--- src/rtl/mcu_pkg.sv ---
// Shared constants and types for the MCU execution unit: opcodes, ALU sub-ops,
// sequencer control codes and the FSM state type.
package mcu_pkg;

  localparam logic [3:0] OpLda   = 4'h0;
  localparam logic [3:0] OpLdb   = 4'h1;
  localparam logic [3:0] OpSta   = 4'h2;
  localparam logic [3:0] OpStb   = 4'h3;
  localparam logic [3:0] OpJmp   = 4'h4;
  localparam logic [3:0] OpHalt  = 4'h5;
  localparam logic [3:0] OpAlu   = 4'h7;
  localparam logic [3:0] OpJsr   = 4'h8;
  localparam logic [3:0] OpPusha = 4'hA;
  localparam logic [3:0] OpPopa  = 4'hC;
  localparam logic [3:0] OpRet   = 4'hE;

  localparam logic [3:0] AluAdd  = 4'h1;
  localparam logic [3:0] AluAnd  = 4'h2;
  localparam logic [3:0] AluCla  = 4'h3;
  localparam logic [3:0] AluClb  = 4'h4;
  localparam logic [3:0] AluCmb  = 4'h5;
  localparam logic [3:0] AluIncb = 4'h6;
  localparam logic [3:0] AluDecb = 4'h7;
  localparam logic [3:0] AluClc  = 4'h8;
  localparam logic [3:0] AluClz  = 4'h9;
  localparam logic [3:0] AluIon  = 4'hA;
  localparam logic [3:0] AluIof  = 4'hB;
  localparam logic [3:0] AluSc   = 4'hC;
  localparam logic [3:0] AluSz   = 4'hD;

  localparam logic [3:0] CtrlJmp   = 4'b0000;
  localparam logic [3:0] CtrlJsr   = 4'b0001;
  localparam logic [3:0] CtrlPush  = 4'b0010;
  localparam logic [3:0] CtrlPop   = 4'b0011;
  localparam logic [3:0] CtrlRet   = 4'b0100;
  localparam logic [3:0] CtrlSkipC = 4'b0101;
  localparam logic [3:0] CtrlSkipZ = 4'b0110;
  localparam logic [3:0] CtrlIon   = 4'b0111;
  localparam logic [3:0] CtrlIof   = 4'b1000;
  localparam logic [3:0] CtrlHalt  = 4'b1001;
  localparam logic [3:0] CtrlIncPc = 4'b1111;

  typedef enum logic [1:0] {StIdle, StExec, StMem, StHalt} state_e;

  // LDA/LDB/STA/STB occupy opcodes 0..3
  function automatic logic is_mem_op(input logic [3:0] op);
    return op[3:2] == 2'b00;
  endfunction

  function automatic logic [3:0] ctrl_code(input logic [3:0] op, input logic [3:0] sub,
                                           input logic c, input logic z);
    logic [3:0] code;
    code = CtrlIncPc;
    case (op)
      OpJmp:   code = CtrlJmp;
      OpJsr:   code = CtrlJsr;
      OpPusha: code = CtrlPush;
      OpPopa:  code = CtrlPop;
      OpRet:   code = CtrlRet;
      OpHalt:  code = CtrlHalt;
      OpAlu: begin
        case (sub)
          AluIon:  code = CtrlIon;
          AluIof:  code = CtrlIof;
          AluSc:   code = c ? CtrlSkipC : CtrlIncPc;
          AluSz:   code = z ? CtrlSkipZ : CtrlIncPc;
          default: ;
        endcase
      end
      default: ;
    endcase
    return code;
  endfunction

endpackage

--- src/rtl/mcu_alu.sv ---
// Combinational ALU: next A/B values and C/Z flags for one ALU sub-op.
module mcu_alu
  import mcu_pkg::*;
#(
  parameter int unsigned DATA_W = 16
) (
  input  logic [3:0]        sub_op,
  input  logic [DATA_W-1:0] a,
  input  logic [DATA_W-1:0] b,
  input  logic              c,
  input  logic              z,
  output logic [DATA_W-1:0] a_nxt,
  output logic [DATA_W-1:0] b_nxt,
  output logic              c_nxt,
  output logic              z_nxt
);

  logic [DATA_W:0]   sum;
  logic [DATA_W-1:0] and_r;
  logic [DATA_W-1:0] cmb_r;
  logic [DATA_W-1:0] inc_r;
  logic [DATA_W-1:0] dec_r;

  always_comb begin
    sum   = {1'b0, a} + {1'b0, b};
    and_r = a & b;
    cmb_r = ~b;
    inc_r = b + DATA_W'(1);
    dec_r = b - DATA_W'(1);
    a_nxt = a;
    b_nxt = b;
    c_nxt = c;
    z_nxt = z;
    case (sub_op)
      AluAdd: begin
        a_nxt = sum[DATA_W-1:0];
        c_nxt = sum[DATA_W];
        z_nxt = (sum[DATA_W-1:0] == '0);
      end
      AluAnd: begin
        a_nxt = and_r;
        z_nxt = (and_r == '0);
      end
      AluCla: a_nxt = '0;
      AluClb: b_nxt = '0;
      AluCmb: begin
        b_nxt = cmb_r;
        z_nxt = (cmb_r == '0);
      end
      AluIncb: begin
        b_nxt = inc_r;
        z_nxt = (inc_r == '0);
      end
      AluDecb: begin
        b_nxt = dec_r;
        z_nxt = (dec_r == '0);
      end
      AluClc:  c_nxt = 1'b0;
      AluClz:  z_nxt = 1'b0;
      default: ;
    endcase
  end

endmodule

--- src/rtl/mcu_exec_unit.sv ---
// MCU execution unit: accepts one instruction at a time, updates A/B/flags,
// performs data-memory accesses and emits a one-cycle sequencer control strobe.
module mcu_exec_unit
  import mcu_pkg::*;
#(
  parameter int unsigned DATA_W = 16,
  parameter int unsigned ADDR_W = 12,
  localparam int unsigned IW    = 4 + ADDR_W
) (
  input  logic              clk,
  input  logic              rst_n,
  input  logic              instr_valid,
  output logic              instr_ready,
  input  logic [IW-1:0]     instr,
  output logic              dmem_req,
  output logic              dmem_we,
  output logic [ADDR_W-1:0] dmem_addr,
  output logic [DATA_W-1:0] dmem_wdata,
  input  logic [DATA_W-1:0] dmem_rdata,
  input  logic              dmem_ack,
  input  logic [DATA_W-1:0] stack_to_a,
  output logic [DATA_W-1:0] a_to_stack,
  output logic [ADDR_W-1:0] pc_branch,
  output logic [3:0]        ctrl,
  output logic              ctrl_valid,
  output logic [DATA_W-1:0] acc_a,
  output logic [DATA_W-1:0] acc_b,
  output logic              flag_c,
  output logic              flag_z,
  output logic              int_en,
  output logic              halted
);

  state_e            state_q;
  logic [IW-1:0]     instr_q;
  logic [DATA_W-1:0] acc_a_q, acc_b_q, a_to_stack_q;
  logic [ADDR_W-1:0] pc_branch_q;
  logic              flag_c_q, flag_z_q, int_en_q, halted_q;
  logic [3:0]        ctrl_q;
  logic              ctrl_valid_q;

  logic [3:0]        op, sub, in_op, in_sub;
  logic [ADDR_W-1:0] addr;
  logic [DATA_W-1:0] alu_a, alu_b;
  logic              alu_c, alu_z;

  assign op     = instr_q[IW-1:IW-4];
  assign sub    = instr_q[ADDR_W-1:ADDR_W-4];
  assign addr   = instr_q[ADDR_W-1:0];
  assign in_op  = instr[IW-1:IW-4];
  assign in_sub = instr[ADDR_W-1:ADDR_W-4];

  mcu_alu #(
    .DATA_W (DATA_W)
  ) u_alu (
    .sub_op (sub),
    .a      (acc_a_q),
    .b      (acc_b_q),
    .c      (flag_c_q),
    .z      (flag_z_q),
    .a_nxt  (alu_a),
    .b_nxt  (alu_b),
    .c_nxt  (alu_c),
    .z_nxt  (alu_z)
  );

  // The strobe is registered at accept time so it is visible during EXEC; flags are
  // already final then because the previous instruction retired before IDLE.
  always_ff @(posedge clk or negedge rst_n) begin
    if (!rst_n) begin
      state_q      <= StIdle;
      instr_q      <= '0;
      acc_a_q      <= '0;
      acc_b_q      <= '0;
      a_to_stack_q <= '0;
      pc_branch_q  <= '0;
      flag_c_q     <= 1'b0;
      flag_z_q     <= 1'b0;
      int_en_q     <= 1'b0;
      halted_q     <= 1'b0;
      ctrl_q       <= '0;
      ctrl_valid_q <= 1'b0;
    end else begin
      ctrl_valid_q <= 1'b0;
      ctrl_q       <= '0;
      unique case (state_q)
        StIdle: begin
          if (instr_valid) begin
            instr_q <= instr;
            state_q <= StExec;
            if (!is_mem_op(in_op)) begin
              ctrl_valid_q <= 1'b1;
              ctrl_q       <= ctrl_code(in_op, in_sub, flag_c_q, flag_z_q);
            end
          end
        end
        StExec: begin
          if (is_mem_op(op)) begin
            state_q <= StMem;
          end else if (op == OpHalt) begin
            state_q  <= StHalt;
            halted_q <= 1'b1;
          end else begin
            state_q <= StIdle;
          end
          case (op)
            OpJmp, OpJsr: pc_branch_q  <= addr;
            OpPusha:      a_to_stack_q <= acc_a_q;
            OpPopa:       acc_a_q      <= stack_to_a;
            OpAlu: begin
              acc_a_q  <= alu_a;
              acc_b_q  <= alu_b;
              flag_c_q <= alu_c;
              flag_z_q <= alu_z;
              if (sub == AluIon) begin
                int_en_q <= 1'b1;
              end else if (sub == AluIof) begin
                int_en_q <= 1'b0;
              end
            end
            default: ;
          endcase
        end
        StMem: begin
          if (dmem_ack) begin
            if (op == OpLda) acc_a_q <= dmem_rdata;
            if (op == OpLdb) acc_b_q <= dmem_rdata;
            ctrl_valid_q <= 1'b1;
            ctrl_q       <= CtrlIncPc;
            state_q      <= StIdle;
          end
        end
        StHalt: ;
        default: state_q <= StIdle;
      endcase
    end
  end

  // Memory strobes decode the state register so reset drops them immediately.
  assign instr_ready = (state_q == StIdle);
  assign dmem_req    = (state_q == StMem);
  assign dmem_we     = dmem_req && (op == OpSta || op == OpStb);
  assign dmem_addr   = addr;
  assign dmem_wdata  = (op == OpStb) ? acc_b_q : acc_a_q;

  assign a_to_stack = a_to_stack_q;
  assign pc_branch  = pc_branch_q;
  assign ctrl       = ctrl_q;
  assign ctrl_valid = ctrl_valid_q;
  assign acc_a      = acc_a_q;
  assign acc_b      = acc_b_q;
  assign flag_c     = flag_c_q;
  assign flag_z     = flag_z_q;
  assign int_en     = int_en_q;
  assign halted     = halted_q;

endmodule

--- config.mk ---
export PLATFORM = sky130hd
export DESIGN_NAME = mcu_exec_unit
export DESIGN_NICKNAME = d
export VERILOG_FILES = /design/src/rtl/mcu_pkg.sv /design/src/rtl/mcu_alu.sv /design/src/rtl/mcu_exec_unit.sv
export SDC_FILE = /design/constraint.sdc
export NUM_CORES = 1
export LEC_CHECK = 0
export ABC_AREA = 1
export BUFFER_PORTS_ARGS = -buffer_cell sky130_fd_sc_hd__buf_2
export CELL_PAD_IN_SITES_DETAIL_PLACEMENT = 1
export CELL_PAD_IN_SITES_GLOBAL_PLACEMENT = 1
export CORE_MARGIN = 8
export CORE_UTILIZATION = 39
export CTS_CLUSTER_SIZE = 28
export DETAILED_ROUTE_END_ITERATION = 7
export PLACE_DENSITY = 0.89
export SYNTH_ARGS = -nofsm -noshare
export SYNTH_HDL_FRONTEND = slang
export SYNTH_SLANG_ARGS = --single-unit
--- constraint.sdc ---
create_clock -name clk -period 2.7 [get_ports clk]
set_clock_uncertainty 0.15 [all_clocks]
set_input_delay 0.675 -clock clk [delete_from_list [all_inputs] [get_ports clk]]
set_output_delay 0.675 -clock clk [all_outputs]
set_load 0.01 [all_outputs]
==> metrics.md, run 1 <==
| Metric | Value |
|---|---|
| Status | finished, final reports clean |
| Area share of the largest cell type after synthesis | 0.326 |
| Die area | 21600 um2 |
| PortBufs | 151 |
| Die Span Y | 147 um |
| Max-slew violation count | 0 |
| DR WL met2 | 13000 um |
| GPL Wtd Cong | 0.914 |
| Area leader, netlist | dfrtp_1 |
| Global-route wire length before repair | 42600 um |
| Final HPWL DP | 21400 um |
| Most common cell in the synthesized netlist | nand2_1 |
| Worst VDD drop | 0.558 mV |
| # rows | 48 |
| Ant diodes | 0 |
| Unrepaired setup endpoints after global routing | false |
| Post-synthesis net count | 1055 |
| H-tree Lvls | 3 |
| Root Driver | clkbuf_16 |
| Fin. Hold Viols | 0 |
| Type of the tightest min-delay check | register to register |
| Worst Path Required | 1880 ps |
| Max_slew headroom | 0.635 |
| Vias/cell | 5.50 |
| Largest net degree at the start of global routing | 46 |
| Clk buf depth | 2 |
| Worst-Skew Late Latency | 360 ps |
| Synth warn | 0 |
| Setup_tns | 0 ps |
| IO Pins | 152 |
| WL/cell | 19.7 um |
| Seq/Total Area, Yosys | 0.326 |
| Max Cap Viol | 0 |
| DR vias | 7474 |
| Final WL | 26800 um |
| Async SR Flop Fraction | 1.00 |
| Core area | 17000 um2 |
| Metal3 WL | 2140 um |
| Hold slack | 320 ps |
| Power per cell area | 1430 nW/um2 |
| DRC | 0 |
| Routed Antenna Nets | 0 |
| Crit-path max FO | 32 |
| Measured slew at the worst slew-check pin | 539 ps |
| Number of enable flip-flop cells after synthesis | 0 |
| Mean Syn Cell Area | 6.83 um2 |
| Post-Syn Area | 6680 um2 |
| Initial antenna violation count | 2 |
| Static Leakage | 4.21 nW |
| Initial Utilization | 0.393 |
| Min Tclk post-route | 2590 ps |
| Die Wd | 147 um |
| Fin crit share | 0.960 |
| Clock sinks | 87 |
| Nets@finish | 1205 |
| Routed met1 length | 10700 um |
| Synth Register Bits | 87 |
| Syn Inst Count | 978 |
| Worst Path Arrival | 1770 ps |
| Clk slew on worst S/H paths | 70 ps |
| GRT Resource Usage Total | 0.246 |
| Ranking of synthesized cells by area | dfrtp_1 (33%), nand2_1 (16%), inv_1 (6.6%) |
| Area Overhead vs Synth | 20.4% |
| Worst Setup Start Kind | register |
| Synth cell count leaders | nand2_1 (278), inv_1 (117), nor2_1 (99), dfrtp_1 (87), o21ai_0 (70) |
| Gr ovfl total | 0 |
| TritonCTS clock tree | done |
| Layout cells sized above 1 | 0.211 |
| Max layer used | met5 |
| WS Path Type | register to primary output |
| Synth Flop Type | dfrtp_1 |
| Setup violators final | 0 |
| TritonRoute pass-1 iters | 5 |
| Vias in the first global route | 7894 |
| Total CTS buffers | 9 |
| Peak Freq | 0.386 GHz |
| CP endpoint kind | primary output |
| Synth unique cells | 48 |
| Detailed Route Iter0 Violations | 433 |
## through the flow
stage          power, mW  cell area (um2)  setup slack, ps  instances   util
2_1_floorplan       7.40             6680              342        978      -
3_3_place_gp        9.83             7730              236       1341  0.455
3_5_place_dp        10.1             7730              141       1341  0.455
4_1_cts             11.5             8040             6.49       1358  0.473
5_1_grt             12.4             8040             1.25       1358  0.473
6_report            11.5             8040              108       1358  0.473
## kinds of logic after synthesis
logic type	synth area share
XOR/XNOR	0.0288
buffers and inverters	0.110
flip-flops	0.326
AO/OA/AOI/OAI	0.164
multiplexers	0.0236
AND/OR/NAND/NOR	0.299
adder cells (fa/ha/maj)	0.0479
## registers in the layout, indices dropped and copies added (netlist names)
name        cells
a_to_stack     16
acc_a          16
acc_b          16
ctrl            4
ctrl_valid      1
flag_c          1
flag_z          1
halted          1
instr_q        16
int_en          1
pc_branch      12
state_q         2
## cells in the final DEF (no fill, tap or decap), types with 3 or more instances in the layout
cell type    n
a22oi_1      8
o21a_1       5
nor2_1      98
a2bb2oi_1    4
nand2_1    278
nor3_1       9
o21ai_0     63
o22ai_1      4
nand3_1     53
nor2_2       3
ha_1        23
and2_1       3
inv_1      117
o221ai_1    17
clkbuf_16    9
o31ai_1      4
inv_2       11
nor4_1       3
nand4_1     13
dfrtp_1     87
xnor2_1      3
buf_2      150
xor2_1      19
o211ai_1    11
or2_2        3
buf_4       33
o21ai_1     10
inv_8        3
a31oi_1      5
a21oi_1     43
mux2_2      13
## critical path, stage by stage (launching register included)
cell and delay (ps):
dfrtp_1 420, nor2_2 180, nand3_1 100, buf_4 250, o21ai_1 270, buf_2 190
## cell type report
class / count / area, um2
clock buffers: 9 / 225
clock inverters: 7 / 73.8
repair buffers: 185 / 1030
fillers: 2312 / 8950
multi-input cells: 717 / 3780
well taps: 225 / 282
inverters: 128 / 480
flip-flops and latches: 87 / 2180
## timing repair
item	in CTS	in global routing
endpoints found under the setup margin	4	19
buffers inserted	0	0
gates resized for setup	5	6
hold buffers	1	0
hold endpoints to repair	10	0
## final timing paths
path                              from       endpoint  slack, ps  cells after the start
min in group asynchronous        rst_n  a_to_stack[4]        550                      2
max in group asynchronous        rst_n     ctrl_valid       1190                      3
min                             halted         halted        320                      2
max                        instr_q[14]  dmem_wdata[5]        110                      5
max reg2reg                   acc_a[2]         flag_z        210                     13
min reg2reg                     halted         halted        320                      2
## routing by layer
metal,vias to the layer above,track usage
met5,-,0
met4,4,0.104
met3,68,0.0695
met2,304,0.423
met1,3604,0.282
li1,3494,-
## power breakdown
group          switching (mW)  internal [mW]  leakage, nW
combinational            5.06           2.65         3.00
clock                   0.620          0.655        0.141
sequential              0.569           1.92         1.07
No activity file was read; power rests on OpenSTA's default activity.
==> run 2, diff against run 1 <==
==> constraint.sdc (replaced) <==
create_clock -name clk -period 2.7 [get_ports clk]
set_clock_uncertainty 0.15 [all_clocks]
set_input_delay 0.675 -clock clk [delete_from_list [all_inputs] [get_ports clk]]
set_output_delay 0.675 -clock clk [all_outputs]
set_load 0.02 [all_outputs]
==> run 2 against run 1 <==
Effect of this change:
- combinational power increased by 6.7%
- utilization grew 0.24 points
- sequential power hardly changed
- die area unchanged
- largest power group unchanged
- critical endpoint unchanged
- final cell count grew 0.15%
- total power up 5.8%
- first-iteration DRC count grew 8.3%
- clock power is 10% higher
- clock-buffer cell count is the same
- routed wire length decreased by 0.60%
- sequential share of layout area is 0.13 points lower
- setup slack gained 55 ps
==> metrics.md, run 2 (synthesis results as in run 1) <==
| Metric | Value |
|---|---|
| NetSw | 6.75 mW (+8.0%) |
| Vias in the first global route | 7878 (-0.20%) |
| Fin crit share | 0.939 (-0.0204) |
| Die area | 21600 um2 (unchanged) |
| Setup violators final | 0 (unchanged) |
| Area Overhead vs Synth | 21.0% |
| Hold slack | 318 ps (-1.66 ps) |
| Crit-path cells | nor2_2 -> nand3_1 -> buf_4 -> nand2_1 -> o21ai_0 -> buf_2 |
| Internal power | 5.39 mW (+3.2%) |
| Status | finished, final reports clean |
| Vias/cell | 5.49 (-0.31%) |
| Max_slew headroom | 0.463 (-0.172) |
| WL/cell | 19.6 um (-0.75%) |
| GPL Wtd Cong | 0.944 (+3.2%) |
| Root Driver | clkbuf_16 |
| Worst Setup Start Kind | register |
| Power per cell area | 1500 nW/um2 (+5.3%) |
| Post-DP Area | 7730 um2 (about the same) |
| Layout cells sized above 1 | 0.212 (+0.000883) |
| Nets@finish | 1205 (unchanged) |
| DR vias | 7462 (-0.16%) |
| Worst-Skew Late Latency | 360 ps (about the same) |
| Largest stage delay on the critical path | 430 ps (about the same) |
| Worst Path Required | 1880 ps (about the same) |
| Worst Reg2Reg Path Length in Cells | 11 (-2) |
| Crit-path max FO | 32 (unchanged) |
| # rows | 48 (unchanged) |
| PortBufs | 151 (unchanged) |
| Global-route wire length before repair | 41900 um (-1.7%) |
| Worst Path Arrival | 1710 ps (-60 ps) |
| Final design area excluding fillers | 8080 um2 (+0.50%) |
| Hold Path Depth | 2 (unchanged) |
| Clk buf depth | 2 (unchanged) |
| CP max stage cell | dfrtp_1 |
| Post-route insts no fill | 1360 (+0.15%) |
| Initial Utilization | 0.393 (unchanged) |
| Placed insts | 1341 (unchanged) |
| Core area | 17000 um2 (unchanged) |
| Commonest non-fill, non-tap cell in the layout | nand2_1 |
| Max-slew violation count | 0 (unchanged) |
| Die Span Y | 147 um (unchanged) |
| Gr ovfl total | 0 (unchanged) |
| Peak Freq | 0.394 GHz (+2.2%) |
| IO Pins | 152 (unchanged) |
| CP endpoint kind | primary output |
| TritonRoute pass-1 iters | 5 (unchanged) |
| WS Path Type | register to primary output |
| Unrepaired setup endpoints after global routing | false |
| Min Tclk post-route | 2540 ps (-55.2 ps) |
| Final WL | 26600 um (-0.60%) |
| Die Wd | 147 um (unchanged) |
| Largest net degree at the start of global routing | 44 (-4.3%) |
| Final HPWL DP | 21300 um (-0.72%) |
| H-tree Lvls | 3 (unchanged) |
| Clock power frac | 0.116 (+0.005) |
| GRT Resource Usage Total | 0.243 (-0.00360) |
| Fin. Hold Viols | 0 (unchanged) |
| Measured slew at the worst slew-check pin | 804 ps (+265 ps) |
| Clock sinks | 87 (unchanged) |
| Max Cap Viol | 0 (unchanged) |
| Initial antenna violation count | 0 (-2) |
| Switching Share | 0.556 (+0.0114) |
| Static Leakage | 4.23 nW (+0.44%) |
| Share of power burned in registers | 0.206 (-0.011) |
| Routed Antenna Nets | 0 (unchanged) |
| Part of the power in combinational logic | 0.678 (+0.006) |
| Most frequent cells in the layout | nand2_1 (278), buf_2 (150), inv_1 (117), nor2_1 (98), dfrtp_1 (87) |
| Clk slew on worst S/H paths | 70 ps (about the same) |
| Type of the tightest min-delay check | register to register |
| Postcts setup bufs | 0 (unchanged) |
| Worst VDD drop | 0.578 mV (+3.6%) |
| Total CTS buffers | 9 (unchanged) |
| TritonCTS clock tree | done |
| DRC | 0 (unchanged) |
| Setup_tns | 0 ps (unchanged) |
| Detailed Route Iter0 Violations | 469 (+8.3%) |
run 2: final timing paths:
kind,start,end,slack (ps)
setup / recovery,instr_q[14],dmem_wdata[5],160
hold / removal,halted,halted,320
setup reg to reg,acc_a[2],acc_a[15],170
hold reg to reg,halted,halted,320
max in group asynchronous,rst_n,instr_q[14],1170
min in group asynchronous,rst_n,a_to_stack[4],520
run 2: layout make-up:
type	instances	area, um2
fill	2335	8910
tap	225	282
sequential	87	2180
timing repair buffer	185	1030
inverter	128	480
multi-input combinational	717	3780
clock inverter	7	103
antenna	2	5.00
clock buffer	9	225
run 2: per-stage QoR:
step / worst slack (ps) / power, mW / util
finish: 164 / 12.1 / 0.476
global route: 16.5 / 13.1 / 0.475
CTS: 79.4 / 12.1 / 0.475
detailed placement: 211 / 10.6 / 0.455
global placement: 258 / 10.4 / 0.455
floorplan: 213 / 7.95 / -
run 2: power by group through the flow:
stage	Combinational, mW	Sequential [mW]	Clock (mW)
finish	8.23	2.51	1.41
global route	9.06	2.57	1.46
CTS	8.19	2.50	1.43
detailed placement	8.12	2.51	0
global placement	7.89	2.46	0
floorplan	4.98	2.97	0
run 2: repair_timing:
action,in CTS,in global routing
hold buffers,1,0
setup endpoints to repair,0,16
gates resized for setup,0,3
hold endpoints to repair,4,0
run 2: critical path: cells and delay by family (launching register included):
kind,cells,cell delay (ps)
compound gates,1,100
buf+inv,2,410
flops,1,430
simple gates,3,420
run 2: routing by layer:
layer | global-route usage | share of wire | vias up
met5 | 0 | 0 | -
met4 | 0.126 | 0.042 | 0
met3 | 0.0584 | 0.077 | 71
met2 | 0.409 | 0.48 | 316
met1 | 0.282 | 0.40 | 3584
li1 | - | - | 3491
==> run 3, diff against run 2 <==
--- a/config.mk
+++ b/config.mk
@@ -7,13 +7,14 @@
 export LEC_CHECK = 0
 export ABC_AREA = 1
 export BUFFER_PORTS_ARGS = -buffer_cell sky130_fd_sc_hd__buf_2
+export CAP_MARGIN = 20
 export CELL_PAD_IN_SITES_DETAIL_PLACEMENT = 1
 export CELL_PAD_IN_SITES_GLOBAL_PLACEMENT = 1
 export CORE_MARGIN = 8
 export CORE_UTILIZATION = 39
 export CTS_CLUSTER_SIZE = 28
 export DETAILED_ROUTE_END_ITERATION = 7
-export PLACE_DENSITY = 0.89
+export PLACE_DENSITY = 0.9
 export SYNTH_ARGS = -nofsm -noshare
 export SYNTH_HDL_FRONTEND = slang
 export SYNTH_SLANG_ARGS = --single-unit
==> run 3 against run 2 <==
Effect of this change:
- fmax shrank 2.4%
- die area unchanged
- final cell count about the same
- routed wire length grew 4.3%
- critical endpoint is now dmem_wdata[9]
- highest routed layer unchanged
==> metrics.md, run 3 (synthesis results as in run 1) <==
| Metric | Value |
|---|---|
| Root Driver | clkbuf_16 |
| Die area | 21600 um2 (unchanged) |
| Clock sinks | 87 (unchanged) |
| GRT Resource Usage Total | 0.256 (+0.0129) |
| Measured slew at the worst slew-check pin | 671 ps (-132 ps) |
| # rows | 48 (unchanged) |
| Worst-Skew Late Latency | 360 ps (about the same) |
| GPL Wtd Cong | 0.914 (-3.1%) |
| Unrepaired setup endpoints after global routing | false |
| Type of the tightest min-delay check | input port to async pin |
| Area Overhead vs Synth | 21.2% |
| Max Cap Viol | 0 (unchanged) |
| Worst VDD drop | 0.550 mV (-5.0%) |
| Max_slew headroom | 0.547 (+0.0840) |
| CP max stage cell | dfrtp_2 |
| Initial antenna violation count | 0 (unchanged) |
| Share of power burned in registers | 0.207 (about the same) |
| Gr ovfl total | 0 (unchanged) |
| Peak Freq | 0.385 GHz (-2.4%) |
| Initial Utilization | 0.393 (unchanged) |
| Ant diodes | 0 (-2) |
| DRC | 0 (unchanged) |
| NetSw | 6.88 mW (+1.9%) |
| WS Path Type | register to primary output |
| Core area | 17000 um2 (unchanged) |
| Worst Path Arrival | 1770 ps (+60 ps) |
| Final HPWL DP | 21900 um (+2.8%) |
| # fillers | 2281 (-2.3%) |
| PortBufs | 151 (unchanged) |
| Worst path bufs/invs | 3 (+1) |
| Final WL | 27800 um (+4.3%) |
| Largest net degree at the start of global routing | 46 (+4.5%) |
| Die Wd | 147 um (unchanged) |
| Setup violators final | 0 (unchanged) |
| Vias/cell | 5.62 (+2.5%) |
| WL/cell | 20.4 um (+4.2%) |
| Clock power frac | 0.113 (-0.003) |
| TritonRoute pass-1 iters | 5 (unchanged) |
| Nets@finish | 1208 (+0.25%) |
| Fin crit share | 0.962 (+0.0226) |
| Status | finished, final reports clean |
| CP endpoint kind | primary output |
| Sequential standard cell area | 2180 um2 (about the same) |
| DR vias | 7653 (+2.6%) |
| Area of the multi-input gates | 3790 um2 (+0.20%) |
| Design Power | 12.2 mW (+0.49%) |
| Post-layout util | 0.476 (+0.000663) |
| Largest stage delay on the critical path | 460 ps (+30 ps) |
| Hold buffer count at cts | 0 (-1) |
| Commonest non-fill, non-tap cell in the layout | nand2_1 |
| Part of the power in combinational logic | 0.680 (+0.002) |
| Total CTS buffers | 9 (unchanged) |
| Worst Path Required | 1880 ps (about the same) |
| TritonCTS clock tree | done |
| Worst Setup Start Kind | register |
| Min Tclk post-route | 2600 ps (+61.1 ps) |
| Global-route wire length before repair | 43800 um (+4.6%) |
| Setup_tns | 0 ps (unchanged) |
| Static Leakage | 4.24 nW (+0.25%) |
| Vias in the first global route | 8133 (+3.2%) |
| Clk slew on worst S/H paths | 80 ps (about the same) |
| Crit-path max FO | 15 (-53%) |
| Max-slew violation count | 0 (unchanged) |
| Crit-path cells | nor2_4 -> nand3_2 -> buf_6 -> buf_4 -> o21ai_0 -> buf_2 |
| Detailed Route Iter0 Violations | 519 (+11%) |
| Most frequent cells in the layout | nand2_1 (278), buf_2 (150), inv_1 (117), nor2_1 (98), dfrtp_1 (86) |
| Switching Share | 0.564 (+0.00788) |
| CP top delay family | buffers and inverters |
| Clk buf depth | 2 (unchanged) |
| Die Span Y | 147 um (unchanged) |
| Internal power | 5.32 mW (-1.3%) |
| Power per cell area | 1510 nW/um2 (+0.35%) |
| H-tree Lvls | 3 (unchanged) |
| IO Pins | 152 (unchanged) |
| Routed Antenna Nets | 0 (unchanged) |
| Layout cells sized above 1 | 0.216 (+0.00384) |
| Fin. Hold Viols | 0 (unchanged) |
[run 3: changes by cell type in the layout (fill, tap and decap cells not counted), sizes merged]
| cell | delta |
|---|---|
| dlygate4sd3 | -1 |
| diode | -2 |
| buf | +4 |
| bufinv | -1 |
| clkinv | -1 |
| inv | +2 |
[run 3: stage by stage]
step                cells  hold slack, ps  instance area [um2]  setup WS (ps)
CTS                  1358            37.6                 8060           23.8
global placement     1342             294                 7740            267
finish               1361            33.4                 8090            102
detailed placement   1342             314                 7740            232
floorplan             978             229                 6690            213
global route         1361            49.5                 8090           19.9
[run 3: timing repair]
action                     in CTS  in global routing
cloned                          0                  0
buffers inserted                0                  3
resized for setup               2                  4
setup endpoints to repair       9                  9
[run 3: cell type report]
class	count	area share
Timing Repair Buffer	188	0.130
Tap cell	225	0.0348
Multi-Input combinational cell	717	0.468
Inverter	128	0.0594
Clock buffer	9	0.0278
Clock inverter	7	0.0107
Sequential cell	87	0.269
[run 3: power by group through the flow]
stage / Clock [mW] / Combinational (mW) / Sequential (mW)
floorplan: 0 / 4.98 / 2.97
global placement: 0 / 7.91 / 2.47
detailed placement: 0 / 8.15 / 2.52
CTS: 1.38 / 8.24 / 2.51
global route: 1.43 / 9.14 / 2.59
finish: 1.37 / 8.30 / 2.53
[run 3: path summary, 6_finish.rpt]
path | start | end | slack, ps | depth (start not counted)
min in group clk | halted | halted | 330 | 2
min reg2reg | halted | halted | 330 | 2
max reg2reg | acc_a[2] | acc_a[15] | 180 | 11
max in group asynchronous | rst_n | instr_q[14] | 1730 | 2
max | instr_q[14] | dmem_wdata[9] | 100 | 6
min | rst_n | a_to_stack[5] | 30 | 1
[run 3: routing by layer]
metal | track usage | wire, um | up-vias
met5 | 0 | 0 | -
met4 | 0.133 | 1370 | 0
met3 | 0.0597 | 2100 | 90
met2 | 0.432 | 13200 | 358
met1 | 0.296 | 11100 | 3708
li1 | - | - | 3497
